===== config.mk =====
export PLATFORM = sky130hd
export DESIGN_NAME = serial_sub_ctrl
export DESIGN_NICKNAME = d
export VERILOG_FILES = /design/src/rtl/serial_sub_ctrl_pkg.sv /design/src/rtl/serial_sub_ctrl_sub_bit_cell.sv /design/src/rtl/serial_sub_ctrl.sv
export SDC_FILE = /design/constraint.sdc
export NUM_CORES = 1
export LEC_CHECK = 0
export CELL_PAD_IN_SITES_DETAIL_PLACEMENT = 2
export CELL_PAD_IN_SITES_GLOBAL_PLACEMENT = 2
export CORE_ASPECT_RATIO = 1.4
export CORE_UTILIZATION = 37
export CTS_BUF_LIST = sky130_fd_sc_hd__clkbuf_2
export CTS_CLUSTER_DIAMETER = 200
export DETAILED_ROUTE_END_ITERATION = 7
export PLACE_DENSITY = 0.88
export SETUP_SLACK_MARGIN = 0.4
export SLEW_MARGIN = 20
export SYNTH_ARGS = -nofsm -noshare
export SYNTH_HDL_FRONTEND = slang
export SYNTH_SLANG_ARGS = --single-unit

===== constraint.sdc =====
create_clock -name clk -period 2.75 [get_ports clk]
set_clock_uncertainty 0.1 [all_clocks]
set_input_delay 0.4125 -clock clk [delete_from_list [all_inputs] [get_ports clk]]
set_output_delay 0.4125 -clock clk [all_outputs]
set_load 0.02 [all_outputs]

===== src/rtl/serial_sub_ctrl_pkg.sv =====
// Shared definitions for the bit-serial subtraction sequencer:
// state encoding and the counter-width helper.
package serial_sub_ctrl_pkg;

  typedef enum logic [1:0] {
    ST_IDLE    = 2'd0,
    ST_RUN     = 2'd1,
    ST_DONE    = 2'd2,
    ST_ILLEGAL = 2'd3
  } state_t;

  // Ceiling log2, never less than 1 so a W=1 build still has a counter bit.
  function automatic int clog2(input int n);
    int r;
    r = 0;
    while ((1 << r) < n) r++;
    return (r < 1) ? 1 : r;
  endfunction

endpackage


===== src/rtl/serial_sub_ctrl_sub_bit_cell.sv =====
// One-bit full subtractor: two half-subtract stages whose borrows are ORed.
module sub_bit_cell (
  input  logic a,
  input  logic b,
  input  logic bin,
  output logic d,
  output logic bout
);

  logic d1;
  logic b1;
  logic b2;

  assign d1   = a ^ b;
  assign b1   = ~a & b;
  assign d    = d1 ^ bin;
  assign b2   = ~d1 & bin;
  assign bout = b1 | b2;

endmodule


===== src/rtl/serial_sub_ctrl.sv =====
// Bit-serial A - B sequencer, LSB first, one bit per clock.
// start/busy on the request side, result_valid/result_ready on the result side.
module serial_sub_ctrl
  import serial_sub_ctrl_pkg::*;
#(
  parameter int W = 8
) (
  input  logic         clk,
  input  logic         rst_n,
  input  logic         start,
  input  logic [W-1:0] op_a,
  input  logic [W-1:0] op_b,
  output logic         busy,
  output logic         result_valid,
  input  logic         result_ready,
  output logic [W-1:0] diff,
  output logic         borrow_out,
  output logic         zero
);

  localparam int CW = clog2(W);

  state_t         state_reg;
  state_t         state_next;
  logic [W-1:0]   sh_a_reg;
  logic [W-1:0]   sh_b_reg;
  logic [W-1:0]   res_reg;
  logic [W-1:0]   res_shift;
  logic           bor_reg;
  logic [CW-1:0]  cnt_reg;
  logic [W-1:0]   diff_reg;
  logic           borrow_reg;
  logic           zero_reg;

  logic           load;
  logic           step;
  logic           finish;
  logic           cell_d;
  logic           cell_bout;

  sub_bit_cell u_cell (
    .a    (sh_a_reg[0]),
    .b    (sh_b_reg[0]),
    .bin  (bor_reg),
    .d    (cell_d),
    .bout (cell_bout)
  );

  // Result register after this step's bit enters at the MSB.
  generate
    if (W == 1) begin : g_res_w1
      assign res_shift = cell_d;
    end else begin : g_res_wn
      assign res_shift = {cell_d, res_reg[W-1:1]};
    end
  endgenerate

  always_comb begin
    state_next = state_reg;
    load       = 1'b0;
    step       = 1'b0;
    finish     = 1'b0;
    case (state_reg)
      ST_IDLE: begin
        if (start) begin
          load       = 1'b1;
          state_next = ST_RUN;
        end
      end
      ST_RUN: begin
        step = 1'b1;
        if (cnt_reg == CW'(W - 1)) begin
          finish     = 1'b1;
          state_next = ST_DONE;
        end
      end
      ST_DONE: begin
        if (result_ready) begin
          if (start) begin
            load       = 1'b1;
            state_next = ST_RUN;
          end else begin
            state_next = ST_IDLE;
          end
        end
      end
      default: state_next = ST_IDLE;
    endcase
  end

  always_ff @(posedge clk or negedge rst_n) begin
    if (!rst_n) begin
      state_reg  <= ST_IDLE;
      sh_a_reg   <= '0;
      sh_b_reg   <= '0;
      res_reg    <= '0;
      bor_reg    <= 1'b0;
      cnt_reg    <= '0;
      diff_reg   <= '0;
      borrow_reg <= 1'b0;
      zero_reg   <= 1'b0;
    end else begin
      state_reg <= state_next;
      if (load) begin
        sh_a_reg <= op_a;
        sh_b_reg <= op_b;
        bor_reg  <= 1'b0;
        cnt_reg  <= '0;
      end
      if (step) begin
        sh_a_reg <= sh_a_reg >> 1;
        sh_b_reg <= sh_b_reg >> 1;
        res_reg  <= res_shift;
        bor_reg  <= cell_bout;
        cnt_reg  <= cnt_reg + CW'(1);
      end
      // Visible outputs only move on the edge that enters DONE.
      if (finish) begin
        diff_reg   <= res_shift;
        borrow_reg <= cell_bout;
        zero_reg   <= (res_shift == '0);
      end
    end
  end

  assign busy         = (state_reg == ST_RUN);
  assign result_valid = (state_reg == ST_DONE);
  assign diff         = diff_reg;
  assign borrow_out   = borrow_reg;
  assign zero         = zero_reg;

endmodule


* Word level (Yosys, flattened, before mapping)
Cells that the tools add are included.
** Cells by class
- $add $sub $neg :: 1
- $mul :: 0
- Div/mod/pow operators :: 0
- $lt $le $gt $ge :: 0
- Equal/unequal tests :: 6
- Shift-type cells :: 0
- Multiplexer cells :: 19
- Bitwise gates (word level) :: 7
- Reductions and logical operators :: 4
** Operators with widths (count)
- 8-bit 2-to-1 mux :: 4
- 8-bit logical NOT :: 1
- 1-bit 2-to-1 mux :: 8
- 2-bit 2-to-1 mux :: 3
- 3-bit 2-to-1 mux :: 2
- 2-bit one-hot mux with 3 select lines :: 1
- 2-bit by 1-bit != test with 1-bit output (second input constant) :: 2
- 3-bit by 1-bit adder with 3-bit output (second input constant) :: 1
- 3-bit equality test (second input constant) :: 1
- 3-bit AND reduction :: 1
- 1-bit AND :: 2
- 2-bit by 1-bit equality test with 1-bit output (second input constant) :: 1
- 2-bit equality test (second input constant) :: 1
- 2-bit logical NOT :: 1
- 2-bit != test (second input constant) :: 1
- 1-bit NOT :: 2
- 1-bit one-hot mux with 2 select lines :: 1
- 2-bit nonzero test :: 1
- 1-bit bitwise XOR :: 2
- 1-bit bitwise OR :: 1
** Word-level totals
- Flip-flop bits (word level) :: 40
- Latch bits :: 0
- Bits in writable memories :: 0
- ROM bits :: 0
- Bits of input ports :: 20
- Memories kept :: 0

* Longest topological paths before layout
Gate-level depths: netlist (run 1).
- Word-level depth :: 5
- Depth in mapped cells :: 6
- Depth with buffers taken out :: 5

* Cells and area by module
From an unflattened synthesis (run 1), not the netlist that was laid out.
** Second synthesis, totals
- Cell total of the unflattened synthesis :: 177
- Area total of the unflattened synthesis :: 1800.5 um^2
** By module, submodules not included
- serial_sub_ctrl :: times used 1, cells each 173, area an instance 1769.2 um^2, sequential area each 975.9 um^2
- sub_bit_cell :: times used 1, cells each 4, area an instance 31.3 um^2, sequential area each 0.0 um^2

* Worst setup path after synthesis (run 1)
No wires, ideal clock.
- Kind :: flip-flop to flip-flop
- Start :: register cnt_reg[0]
- End :: register diff_reg[3], in the netlist diff[3]
- Data arrival time :: 1.322 ns
- Path slack :: 1.203 ns
- Stages on the path, launching flop included :: 6
- Period minus slack after synthesis :: 1.547 ns
- Cell sequence :: dfrtp_1 ha_1 ha_1 nand3b_2 buf_6 mux2_4
** Between the ends
- Longest elaborated chain between the ends :: 3
** RTL lines
- from (decl) :: line serial_sub_ctrl.sv:30 : logic [CW-1:0] cnt_reg;
- from (signal assigned) :: line serial_sub_ctrl.sv:115 : cnt_reg <= cnt_reg + CW'(1);
- 3-bit equality test :: line serial_sub_ctrl.sv:72 : if (cnt_reg == CW'(W - 1)) begin
- 1-bit 2-to-1 mux :: line serial_sub_ctrl.sv:72
- 1-bit 2-to-1 mux :: line serial_sub_ctrl.sv:63 : case (state_reg)
- to (signal assigned) :: line serial_sub_ctrl.sv:119 : diff_reg <= res_shift;
- to (decl) :: line serial_sub_ctrl.sv:31 : logic [W-1:0] diff_reg;
No other way between the ends.
A chain may end at the register's enable or synchronous reset.

* Final worst setup path (run 1)
- Start :: register state_reg[1]
- End :: output result_valid
** Between the ends
- Longest elaborated chain between the ends :: 1
** RTL lines
- from (decl) :: line serial_sub_ctrl.sv:23 : state_t state_reg;
- from (signal assigned) :: line serial_sub_ctrl.sv:103 : state_reg <= state_next;
- 2-bit equality test :: line serial_sub_ctrl.sv:127 : assign result_valid = (state_reg == ST_DONE);
- to (decl) :: line serial_sub_ctrl.sv:14 : output logic result_valid,
No other way between the ends.

==> key figures, run 1 <==
Status
  • Status: complete, no violations

Pwr
  • Total chip power: 2.62 mW
  • Leak: 0.998 nW
  • Peak supply drop: 308 µV
  • Power Density: 1160 nW/µm²

Timing
  • Fin. Hold Viols: 0
  • Max-slew violations: 0
  • Worst setup margin: 785 ps
  • # setup viols final: 0
  • Worst rel slew slack: 0.404
  • Setup TNS: 0 ps
  • Fin crit period: 1960 ps
  • Unrepaired setup endpoints after global routing: no
  • Actual slew at the worst max-slew pin: 894 ps
  • Post-route clock period utilization: 0.715
  • Max Freq: 509 MHz

Floorplan
  • Initial Utilization: 0.394
  • Core Footprint: 4610 µm²
  • Die width: 61.2 µm
  • IO Pins: 32
  • Die height: 84.9 µm
  • FP Rows: 29
  • Die area: 5200 µm²

Logic synthesis
  • Async SR Flop Fraction: 1.00
  • EDFF count, synth: 0
  • Area contributors post-synth: dfrtp_1 54%, o2111ai_1 7.7%, nand2_1 6.6%, o21ai_0 5.0%, mux2_4 4.1%
  • Post-synth top area cell: dfrtp_1
  • Yosys warnings: 0
  • Post-synth top area share: 0.537
  • Most common cell in the netlist: dfrtp_1
  • Synth Cell Area: 1820 µm²
  • Top cells by count, synth: 39 x dfrtp_1, 32 x nand2_1, 18 x o21ai_0
  • Yosys reg bits: 39
  • Prevailing post-synth register cell: dfrtp_1
  • Syn nets: 198
  • Register area share after synthesis: 0.537
  • Syn avg cell area: 10.4 µm²
  • Post-synth cell types: 27
  • Post-Syn Instances: 175

GRT
  • Total track usage: 0.225
  • GR Overflow Total: 0
  • Antenna violations before repair: 0
  • Vias in the first global route: 1721
  • First-pass GRT wire length: 8550 µm
  • Pin count of the biggest net entering global routing: 40

Clock network
  • CTS H-tree lvls: 2
  • Clk_lat worst skew: 400 ps
  • Post-CTS setup buffers: 0
  • Clock transition at path regs: 210 ps
  • Clock Path Buffers: 2
  • CTS tree: built
  • CTS root buffer: clkbuf_2
  • TritonCTS Buffers: 5
  • Clk sinks: 39

Drt
  • Initial drt markers: 29
  • DRT Pass-1 Iters: 4
  • DRT Wirelength: 5040 µm
  • WL per Instance: 18.8 µm
  • Vias per cell: 5.55
  • Drt drc: 0
  • ANT nets after route: 0
  • Vias: 1488

Placed design
  • Port Buffer Count: 31
  • Post-place setup slack: 659 ps
  • Placed wire-length estimate: 3530 µm
  • Post-Place Cells: 259
  • Final Wtd Congestion: 0.743

Setup path
  • Critical path class: reg -> out
  • Crit path capture: result_valid
  • R2R Setup Slk: 990 ps
  • Critical path arrival: 1450 ps
  • Reg-to-reg endpoint: diff[2]
  • Path depth of the worst reg2reg path: 4
  • Req. time, crit path: 2240 ps
  • RR Startpoint: cnt_reg[0]
  • Worst-path fanout max: 18
  • Crit start category: register
  • Worst setup EP type: output port
  • Worst Setup SP: state_reg[1]

Final layout
  • Antenna diode count: 0
  • Finished Core Util: 0.490
  • Fin cells: 268
  • Layout cells sized above 1: 0.126
  • Nets: 228
  • Area Overhead vs Synth: 24.2%
  • Fill cells: 494

Run
  • Number of max-cap violations: 0

Hold path
  • Hold WC Path Type: reg -> reg
## logic make-up (layout without fill, tap and decap cells)
| group | after synthesis | count (layout) | share of synthesized area |
|---|---|---|---|
| AOI/OAI and AO/OA | 54 | 54 | 0.200 |
| adders and majority gates | 3 | 3 | 0.0248 |
| buffers and inverters | 20 | 51 | 0.0592 |
| DFF | 39 | 39 | 0.537 |
| muxes | 8 | 8 | 0.0599 |
| and+or+nand+nor | 51 | 51 | 0.119 |
## per-stage QoR
stage          hold slack, ps  cell area, µm²
2_1_floorplan            16.9            1820
3_3_place_gp              359            2150
3_5_place_dp              384            2150
4_1_cts                   427            2250
5_1_grt                   462            2260
6_report                  421            2260
## critical path, stage by stage (launching register included)
cell            delay [ps]
dfrtp_1                460
inv_2                  260
nor2_1                 100
dlymetal6s2s_1         220
## where the power goes
group	internal, mW	switching (mW)
sequential	0.833	0.178
clock	0.249	0.199
combinational	0.480	0.679
total	1.56	1.06
## how the worst min path moves through the flow
stage | startpoint | endpoint | slack [ps] | cells after the start
2_1_floorplan | rst_n | bor_reg | 20 | 0
3_3_place_gp | zero | zero | 360 | 2
3_5_place_dp | borrow_out | borrow_out | 380 | 2
4_1_cts | borrow_out | borrow_out | 430 | 2
5_1_grt | diff[0] | diff[0] | 460 | 1
6_report | borrow_out | borrow_out | 420 | 2
## cell usage in the layout, fill, tap and decap left out, drive strengths merged
cell            n
inv             6
o311ai          2
buf             6
mux2            8
o221ai          1
o31ai           1
nor4            2
a21oi           2
nor2b           1
nand3b          1
ha              2
clkdlybuf4s50  28
dfrtp          39
nor2           13
o21ai          18
bufinv          2
o22ai           2
fa              1
o2111ai        16
nand2b          2
clkbuf          6
nand2          32
a31oi          11
dlygate4sd3     1
o211ai          1
dlymetal6s2s    2
## routing by layer
layer	wire length, µm	up-vias	track usage
met1	1980	745	0.257
li1	-	694	-
met2	2820	43	0.412
met3	183	6	0.0412
met5	0	-	0
met4	63	0	0.0620
## repair_timing
item	CTS	global route
setup endpoints to repair	0	2
gates resized for setup	0	2
hold buffers	1	0
endpoints found under the hold margin	9	0
## layout make-up
| type | count | area, µm² | share of cell area |
|---|---|---|---|
| clock buffer | 6 | 30.0 | 0.0133 |
| timing repair buffer | 37 | 358 | 0.159 |
| multi-input combinational | 116 | 733 | 0.325 |
| sequential | 39 | 976 | 0.432 |
| clock inverter | 2 | 60.1 | 0.0266 |
| tap | 62 | 77.6 | 0.0344 |
| inverter | 6 | 22.5 | 0.00998 |
Power figures use the tool's default switching activity.
==> inputs of run 2 (changes only) <==
CORE_UTILIZATION = 34   (was 37)
PLACE_DENSITY = 0.82   (was 0.88)
clock period = 1.9 ns   (was 2.75 ns; I/O delays follow)
==> run 2 against run 1 <==
Effect of this change:
- global-route usage decreased by 2.9 points
- final area rose by 8.8%
- via count grew 8.6%
- power rose by 53%
- utilization is 1.4 points lower
- critical path type is now reg -> reg
- largest power group unchanged
==> key figures, run 2 (same netlist as run 1, synthesis figures left out) <==
Final layout
  • Finished Core Util: 0.476 (-0.0140)
  • Antenna diode count: 0 (unchanged)
  • Layout cells sized above 1: 0.316 (+0.190)
  • Area Overhead vs Synth: 35.1%
  • Commonest non-fill, non-tap cell in the layout: dfrtp_1
  • Nets: 250 (+9.6%)
  • Area used by multi-input combinational logic: 810 µm² (+10%)
  • Commonest non-fill, non-tap cells in the layout: 38 x dfrtp_1, 32 x nand2_1, 22 x buf_4
  • Sequential cell area: 977 µm² (+0.13%)
  • Fill cells: 546 (+11%)

Timing
  • # setup viols final: 0 (unchanged)
  • Actual slew at the worst max-slew pin: 519 ps (-375 ps)
  • Worst rel slew slack: 0.654 (+0.250)
  • Fin. Hold Viols: 0 (unchanged)
  • Max-slew violations: 0 (unchanged)
  • Post-route clock period utilization: 0.853
  • Max Freq: 617 MHz
  • Setup TNS: 0 ps (unchanged)
  • Fin crit period: 1620 ps
  • Unrepaired setup endpoints after global routing: yes
  • Fin Hold WS: 325 ps (-96.6 ps)

Status
  • Status: complete, no violations

Placed design
  • Port Buffer Count: 31 (unchanged)
  • Placed wire-length estimate: 3440 µm (-2.7%)
  • Final Wtd Congestion: 0.755 (+1.6%)

Setup path
  • Crit start category: register
  • Critical path class: reg -> reg
  • Req. time, crit path: 2120 ps (-120 ps)
  • Slowest stage delay, CP: 520 ps (+60 ps)
  • Slowest CP cell: fa_1
  • Sequence of cells on the critical path: inv_2, fa_1, buf_4, mux2_4
  • Path depth of the worst reg2reg path: 4 (unchanged)
  • Worst setup EP type: register
  • Worst-path fanout max: 2 (-16)
  • Critical path arrival: 1840 ps (+390 ps)

Drt
  • DRT Wirelength: 6050 µm (+20%)
  • Vias per cell: 5.50 (-1.0%)
  • ANT nets after route: 0 (unchanged)
  • Drt drc: 0 (unchanged)
  • WL per Instance: 20.6 µm (+9.3%)
  • Initial drt markers: 62 (+110%)
  • Vias: 1616 (+8.6%)
  • DRT Pass-1 Iters: 3 (-1)

Pwr
  • Power Density: 1630 nW/µm² (+41%)
  • Peak supply drop: 449 µV (+46%)
  • Leak: 1.11 nW (+11%)
  • Total chip power: 4.01 mW (+53%)

Clock network
  • Clock transition at path regs: 230 ps (+20 ps)
  • CTS H-tree lvls: 2 (unchanged)
  • CTS tree: built
  • CTS root buffer: clkbuf_2
  • TritonCTS Buffers: 5 (unchanged)
  • Clk sinks: 39 (unchanged)
  • Clk_lat worst skew: 420 ps (+20 ps)
  • Clock Path Buffers: 2 (unchanged)

GRT
  • Vias in the first global route: 1700 (-1.2%)
  • Total track usage: 0.197 (-0.0286)
  • Pin count of the biggest net entering global routing: 40 (unchanged)
  • GR Overflow Total: 0 (unchanged)
  • Antenna violations before repair: 0 (unchanged)
  • First-pass GRT wire length: 8410 µm (-1.6%)

Hold path
  • Hold WC Path Type: in -> async

Floorplan
  • Core Footprint: 5160 µm² (+12%)
  • FP Rows: 31 (+6.9%)
  • Die height: 88.5 µm (+4.2%)
  • Die area: 5640 µm² (+8.6%)
  • Initial Utilization: 0.352 (-0.0421)
  • Die width: 63.8 µm (+4.2%)
  • IO Pins: 32 (unchanged)

Run
  • Number of max-cap violations: 0 (unchanged)
[run 2: cell types whose count changed in the layout (fill, tap and decap cells not counted), moves of 3 or more]
cell,before,now
clkdlybuf4s50_1,28,18
buf_4,5,22
buf_6,0,3
inv_1,5,1
buf_2,1,8
o21ai_1,0,9
o21ai_0,18,8
[run 2: area by class of cell]
type / instances / share of cell area
multi-input cells: 117 / 0.330
flip-flops and latches: 39 / 0.398
well taps: 66 / 0.0336
inverters: 6 / 0.0117
clock inverters: 1 / 0.00204
repair buffers: 58 / 0.211
clock buffers: 7 / 0.0143
[run 2: timing repair]
action	4_1_cts	5_1_grt
cloned	0	2
setup endpoints to repair	23	40
hold buffers	1	0
pin swaps	3	3
endpoints found under the hold margin	39	0
gates resized for setup	51	27
buffers inserted	9	8
[run 2: critical path, delay by kind of cell (launching register included)]
| family | cells | cell delay, ps |
|---|---|---|
| flip-flops | 1 | 420 |
| adder cells (fa/ha/maj) | 1 | 520 |
| buffers and inverters | 2 | 220 |
| multiplexers | 1 | 260 |
[run 2: power breakdown]
part           leakage [nW]  internal (mW)  switching, mW
sequential            0.482           1.21          0.286
clock                0.0330          0.100          0.294
combinational         0.595          0.963           1.16
total                  1.11           2.27           1.74
[run 2: worst paths after layout]
path	from	to	slack [ps]
min reg2reg	cnt_reg[0]	cnt_reg[0]	430
max in group asynchronous	rst_n	state_reg[0]	970
max	sh_b_reg[0]	diff[7]	280
max reg2reg	sh_b_reg[0]	diff[7]	280
min	rst_n	sh_b_reg[0]	320
min in group clk	op_b[7]	sh_b_reg[7]	330
[run 2: routing by layer]
layer | wire length, µm | track usage
met1 | 2310 | 0.211
met2 | 3490 | 0.381
met3 | 195 | 0.0425
met4 | 48 | 0.0599
met5 | 0 | 0
[run 2: through the flow]
step / std cells / worst slack [ps] / instance area (µm²)
floorplan: 175 / 402 / 1830
global placement: 266 / 235 / 2190
detailed placement: 266 / 196 / 2190
CTS: 284 / 310 / 2320
global route: 294 / 224 / 2450
finish: 294 / 279 / 2450
==> inputs of run 3 (changes only) <==
GPL_ROUTABILITY_DRIVEN = 0   (was default)
MAX_ROUTING_LAYER = met4   (was default)
==> run 3 against run 2 <==
Effect of this change:
- register-to-register slack better by 30 ps
- critical endpoint unchanged
- flip-flop and latch count unchanged
- largest cell class unchanged
- clock power is 3% lower
- first-iteration DRC count is 3.2% higher
==> key figures, run 3 (same netlist as run 1, synthesis figures left out) <==
Status
  • Status: complete, no violations

Setup path
  • Worst-path fanout max: 2 (unchanged)
  • Slowest CP cell: fa_1
  • Path depth of the worst reg2reg path: 4 (unchanged)
  • Slowest stage delay, CP: 520 ps (about the same)
  • Req. time, crit path: 2110 ps (about the same)
  • Crit path max-delay family: adder cells
  • CP bufs+invs: 2 (unchanged)
  • RR Startpoint: sh_b_reg[0]
  • Crit start category: register
  • Sequence of cells on the critical path: inv_2, fa_1, buf_4, mux2_4
  • R2R Setup Slk: 310 ps (+30 ps)
  • Critical path arrival: 1800 ps (-40 ps)
  • Worst setup EP type: register
  • Critical path class: reg -> reg
  • Reg-to-reg endpoint: diff[7]

Clock network
  • CTS H-tree lvls: 2 (unchanged)
  • CTS root buffer: clkbuf_2
  • Clock transition at path regs: 210 ps (-20 ps)
  • CTS tree: built
  • Clk sinks: 39 (unchanged)
  • TritonCTS Buffers: 5 (unchanged)
  • Clk_lat worst skew: 400 ps (-20 ps)
  • Clock Path Buffers: 2 (unchanged)

GRT
  • First-pass GRT wire length: 8420 µm (+0.15%)
  • Antenna violations before repair: 0 (unchanged)
  • Vias in the first global route: 1709 (+0.53%)
  • Pin count of the biggest net entering global routing: 40 (unchanged)
  • GR Overflow Total: 0 (unchanged)
  • Total track usage: 0.205 (+0.00796)

Placed design
  • Port Buffer Count: 31 (unchanged)
  • Placed wire-length estimate: 3440 µm (unchanged)

Final layout
  • Commonest non-fill, non-tap cells in the layout: 38 x dfrtp_1, 32 x nand2_1, 21 x buf_4
  • Commonest non-fill, non-tap cell in the layout: dfrtp_1
  • Antenna diode count: 0 (unchanged)
  • Layout cells sized above 1: 0.316 (unchanged)
  • Area Overhead vs Synth: 35.7%
  • Nets: 250 (unchanged)

Pwr
  • Peak supply drop: 493 µV (+9.9%)
  • Power Density: 1630 nW/µm² (-0.54%)
  • Flop pwr share: 0.371 (about the same)
  • Sw Ratio: 0.427 (-0.00618)
  • Leak: 1.12 nW (+1.2%)
  • Total chip power: 4.01 mW (-0.13%)
  • Logic pwr share: 0.533 (+0.004)
  • Psw: 1.71 mW (-1.6%)
  • Pint: 2.29 mW (+0.96%)
  • Clock Power Share: 0.096 (-0.002)

Timing
  • Unrepaired setup endpoints after global routing: yes
  • Fin. Hold Viols: 0 (unchanged)
  • Worst rel slew slack: 0.649 (-0.00492)
  • Max-slew violations: 0 (unchanged)
  • # setup viols final: 0 (unchanged)
  • Max Freq: 629 MHz (+1.9%)
  • Post-route clock period utilization: 0.837 (-0.0163)
  • Setup TNS: 0 ps (unchanged)
  • Fin crit period: 1590 ps (-30.9 ps)
  • Actual slew at the worst max-slew pin: 527 ps (+7.38 ps)

Floorplan
  • Die height: 88.5 µm (unchanged)
  • Initial Utilization: 0.352 (unchanged)
  • Die width: 63.8 µm (unchanged)
  • FP Rows: 31 (unchanged)
  • Core Footprint: 5160 µm² (unchanged)
  • IO Pins: 32 (unchanged)
  • Die area: 5640 µm² (unchanged)

Drt
  • Vias: 1626 (+0.62%)
  • Initial drt markers: 64 (+3.2%)
  • ANT nets after route: 0 (unchanged)
  • DRT Wirelength: 5940 µm (-1.8%)
  • DRT Pass-1 Iters: 4 (+1)
  • Vias per cell: 5.53 (+0.62%)
  • WL per Instance: 20.2 µm (-1.8%)
  • Drt drc: 0 (unchanged)

Hold path
  • Hold WC Path Type: in -> async

Run
  • Number of max-cap violations: 0 (unchanged)
==> run 3: cell counts in the layout (fill, tap and decap cells not counted) <==
No cell type changed its count.
==> run 3: worst max-delay path by stage <==
stage | end | cells past startpoint | start | slack [ps]
floorplan | diff[3] | 5 | cnt_reg[0] | 400
global placement | busy | 3 | state_reg[1] | 240
detailed placement | sh_a_reg[2] | 4 | start | 200
CTS | diff[0] | 4 | cnt_reg[0] | 310
global route | zero | 5 | sh_b_reg[0] | 270
finish | diff[7] | 4 | sh_b_reg[0] | 310
==> run 3: metrics by stage <==
stage / hold slack (ps) / instance area, µm² / instances / utilization / setup WS (ps)
2_1_floorplan: -111 / 1830 / 175 / - / 402
3_3_place_gp: 264 / 2190 / 266 / 0.425 / 235
3_5_place_dp: 286 / 2190 / 266 / 0.425 / 196
4_1_cts: 316 / 2320 / 284 / 0.450 / 310
5_1_grt: 351 / 2460 / 294 / 0.478 / 273
6_report: 342 / 2460 / 294 / 0.478 / 310
==> run 3: final cells by class <==
cell class / instances / area [µm²]
Multi-Input combinational cell: 117 / 816
Sequential cell: 39 / 977
Clock inverter: 1 / 5.00
Clock buffer: 7 / 35.0
Timing Repair Buffer: 58 / 520
Tap cell: 66 / 82.6
Fill cell: 540 / 2690
Inverter: 6 / 28.8
==> run 3: tightest hold or removal path: cells and delay by family <==
kind,cells,cell delay [ps]
buf+inv,3,1040
==> run 3: repair_timing <==
| action | CTS | global route |
|---|---|---|
| pin swaps | 3 | 2 |
| endpoints found under the hold margin | 39 | 0 |
| buffers inserted | 9 | 8 |
| hold buffers | 1 | 0 |
| endpoints found under the setup margin | 23 | 40 |
| resized for setup | 51 | 26 |
| cloned | 0 | 2 |
==> run 3: power by group through the flow <==
stage / Clock (mW) / Combinational, mW / Sequential, mW
floorplan: 0 / 1.01 / 1.52
global placement: 0 / 1.57 / 1.45
detailed placement: 0 / 1.68 / 1.48
CTS: 0.404 / 1.81 / 1.46
global route: 0.425 / 2.32 / 1.53
finish: 0.384 / 2.13 / 1.49
==> run 3: layer usage <==
layer	share of wire	vias to the layer above	GRT usage
li1	-	738	-
met1	0.40	826	0.216
met2	0.55	51	0.380
met3	0.034	11	0.0438
met4	0.013	0	0.0599
met5	0	-	-
